<file path="src/rtl/mux4x1_pkg.sv">
// Shared constants for the registered 4:1 select tree.
package mux4x1_pkg;
  localparam int DEFAULT_WIDTH = 4;
endpackage

</file>
<file path="src/rtl/mux4x1_mux2x1.sv">
// Combinational 2:1 word select: y = sel ? b : a.
module mux2x1
  import mux4x1_pkg::*;
#(
  parameter int WIDTH = DEFAULT_WIDTH
) (
  input  logic [WIDTH-1:0] a,
  input  logic [WIDTH-1:0] b,
  input  logic             sel,
  output logic [WIDTH-1:0] y
);

  assign y = sel ? b : a;

endmodule

</file>
<file path="src/rtl/mux4x1.sv">
// Registered 4:1 multiplexer built from a two-level tree of 2:1 muxes.
// s0 steers the first level, s1 the second; output register has a sync active-low clear.
module mux4x1
  import mux4x1_pkg::*;
#(
  parameter int WIDTH = DEFAULT_WIDTH
) (
  input  logic             clk,
  input  logic             rst_n,
  input  logic [WIDTH-1:0] i0,
  input  logic [WIDTH-1:0] i1,
  input  logic [WIDTH-1:0] i2,
  input  logic [WIDTH-1:0] i3,
  input  logic             s0,
  input  logic             s1,
  output logic [WIDTH-1:0] y
);

  logic [WIDTH-1:0] lvl1_a [2];
  logic [WIDTH-1:0] lvl1_b [2];
  logic [WIDTH-1:0] lvl1_y [2];
  logic [WIDTH-1:0] y_nxt;
  logic [WIDTH-1:0] y_reg;

  // Slot 0 forms m_lo (i0/i1), slot 1 forms m_hi (i2/i3).
  assign lvl1_a[0] = i0;
  assign lvl1_b[0] = i1;
  assign lvl1_a[1] = i2;
  assign lvl1_b[1] = i3;

  genvar gi;
  generate
    for (gi = 0; gi < 2; gi++) begin : g_lvl1
      mux2x1 #(.WIDTH(WIDTH)) u_mux (
        .a   (lvl1_a[gi]),
        .b   (lvl1_b[gi]),
        .sel (s0),
        .y   (lvl1_y[gi])
      );
    end
  endgenerate

  mux2x1 #(.WIDTH(WIDTH)) u_lvl2 (
    .a   (lvl1_y[0]),
    .b   (lvl1_y[1]),
    .sel (s1),
    .y   (y_nxt)
  );

  always_ff @(posedge clk) begin
    if (!rst_n) begin
      y_reg <= '0;
    end else begin
      y_reg <= y_nxt;
    end
  end

  assign y = y_reg;

endmodule

</file>
<file path="config.mk">
export PLATFORM = sky130hd
export DESIGN_NAME = mux4x1
export DESIGN_NICKNAME = d
export VERILOG_FILES = /design/src/rtl/mux4x1_pkg.sv /design/src/rtl/mux4x1_mux2x1.sv /design/src/rtl/mux4x1.sv
export SDC_FILE = /design/constraint.sdc
export NUM_CORES = 1
export LEC_CHECK = 0
export ABC_AREA = 0
export BUFFER_PORTS_ARGS = -buffer_cell sky130_fd_sc_hd__buf_2
export CORE_AREA = 2 2 39 41
export DETAILED_ROUTE_END_ITERATION = 6
export DIE_AREA = 0 0 41 43
export HOLD_SLACK_MARGIN = 0.06
export MAX_ROUTING_LAYER = met4
export RECOVER_POWER = 50
export SLEW_MARGIN = 10
export SYNTH_ARGS = -nofsm -noshare
export SYNTH_HDL_FRONTEND = slang
export SYNTH_SLANG_ARGS = --single-unit
</file>
<file path="constraint.sdc">
create_clock -name clk -period 1 [get_ports clk]
set_input_delay 0 -clock clk [delete_from_list [all_inputs] [get_ports clk]]
set_output_delay 0 -clock clk [all_outputs]
set_load 0.02 [all_outputs]
</file>
==> results.json <==
{
  "syn-instance-count": 19,
  "routed-via-count": 251,
  "die_h_um": 43,
  "largest_register_ffs": 4,
  "wl_per_cell_um": 9.750,
  "hold_buffers": 4,
  "io_pins": 24,
  "antenna_cells": 0,
  "route.detailed.drc": 0,
  "grt_max_degree": 9,
  "fillers": 160,
  "grt_pass1_wl_um": 917,
  "period_needed_ps": 778.3,
  "hold_path_class": "input port to flop",
  "syn2layout_area_growth_pct": 88.48,
  "cp_slowest_cell": "dlygate4sd3_1",
  "utilization_pct": 28.12,
  "root_buffer": "clkbuf_4",
  "stdcell_area_um2": 389.1,
  "cts.sinks": 4,
  "p_leak_nw": 0.2049,
  "critPathKind": "input port to flop",
  "ys_warn_count": 0,
  "run_status": "completed",
  "fin_nets": 70,
  "post_cts_buffers": 0,
  "routed_wl_um": 624,
  "drive_gt1_share_pct": 47.92,
  "tns_ps": 0,
  "crit_required_ps": 1110,
  "cp.depth": 4,
  "hold_depth": 3,
  "path_max_fanout": 1,
  "maxSlewViolCount": 0,
  "crit_chain": "dlygate4sd3_1 > buf_2 > mux2i_1 > o22ai_1",
  "cts.htree.levels": 1,
  "core_area_um2": 1384,
  "place_area_um2": 330.3,
  "slew_headroom_pct": 62.73,
  "cts_resized": 0,
  "cp.arrival_ps": 890,
  "rows": 14,
  "multi_input_area_um2": 115.1,
  "ir_drop_mv": 0.3031,
  "avgSynthCellArea_um2": 10.87,
  "cts_tree": "yes",
  "initial_core_util_pct": 14.92,
  "setup_viol": 0,
  "antenna_found_initial": 0,
  "cts_buffer_depth": 2,
  "max_stage_delay_ps": 540,
  "finalCritPeriodShare_pct": 77.83,
  "synth_seq_area_share_pct": 38.79,
  "firstDrtPassIters": 1,
  "holdWs_ps": 69.39,
  "grt_pass1_vias": 224,
  "grt.total_usage_pct": 8.624,
  "tightest_slew_ps": 559.0,
  "power_density_nw_per_um2": 1273,
  "viasPerCell": 3.922,
  "synth_cell_types": 6,
  "syn-num-nets": 39,
  "numPortBuffers": 23,
  "synth_area_um2": 206.4,
  "dieArea_um2": 1763,
  "rsz0062_at_grt": "false",
  "grt_overflow_total": 0,
  "max_freq_ghz": 1.285,
  "cts_made_buffers": 3,
  "ys_ff_latch": 4,
  "endpoint_kind": "flop",
  "crit_family": "buffers and inverters",
  "seqCellArea_um2": 80.08,
  "max-cap-violations": 0,
  "path_clk_slew_ps": 40,
  "critPathBufInv": 2,
  "report.final.hold_viol_count": 0,
  "place_congestion": 0.6475,
  "start_kind": "input port",
  "drt_iter0_drc": 0,
  "die_x_um": 41,
  "ant_nets": 0
}
## kinds of logic after synthesis
kind of cell    share of synthesized area, %
mux                                    38.79
compound gates                         12.12
flops                                  38.79
simple gates                           4.849
buf+inv                                5.454
## path summary, 6_finish.rpt
path	start	slack (ps)	end
setup / recovery	i3[3]	220	y[3]
hold / removal	i1[1]	70	y[1]
## cells in the mapped netlist (all sizes together)
master  number  area (um2)
buf          1       11.26
dfxtp        4       80.08
mux2i        8       80.08
nand2        1       3.750
nand2b       1       6.260
o22ai        4       25.02
## worst min-delay path, stage by stage
cell     delay [ps]
buf_2            80
mux2i_1          50
o22ai_1         120
## power by group
group | switching, mW | total, mW | internal [mW]
registers | 0.00281 | 0.176 | 0.174
logic | 0.0552 | 0.120 | 0.0645
clock network | 0.0651 | 0.199 | 0.134
## per-layer routing
layer	wire length, um	up-vias	global-route usage (%)
met5	0	-	-
met4	0	0	8.000
met3	76	0	1.571
met2	337	15	11.88
met1	210	106	9.904
li1	-	130	-
## stage by stage
step | cells | worst slack (ps) | power (mW)
global placement | 57 | 336.9 | 0.2871
finish | 64 | 221.7 | 0.4955
global route | 64 | 176.5 | 0.5249
detailed placement | 57 | 317.3 | 0.2894
floorplan | 19 | 498.6 | 0.2389
CTS | 64 | 252.7 | 0.5102
## cell usage in the layout, fill, tap and decap left out, drive strengths merged
master	n
dlygate4sd3	4
nand2	1
nand2b	1
mux2i	8
dfxtp	4
buf	20
o22ai	4
clkbuf	6
## final cells by class
| type | instances | area share, % |
|---|---|---|
| flip-flops and latches | 4 | 20.58 |
| well taps | 16 | 5.145 |
| clock buffers | 3 | 5.788 |
| repair buffers | 27 | 38.91 |
| multi-input cells | 14 | 29.58 |
Power figures use the tool's default switching activity.
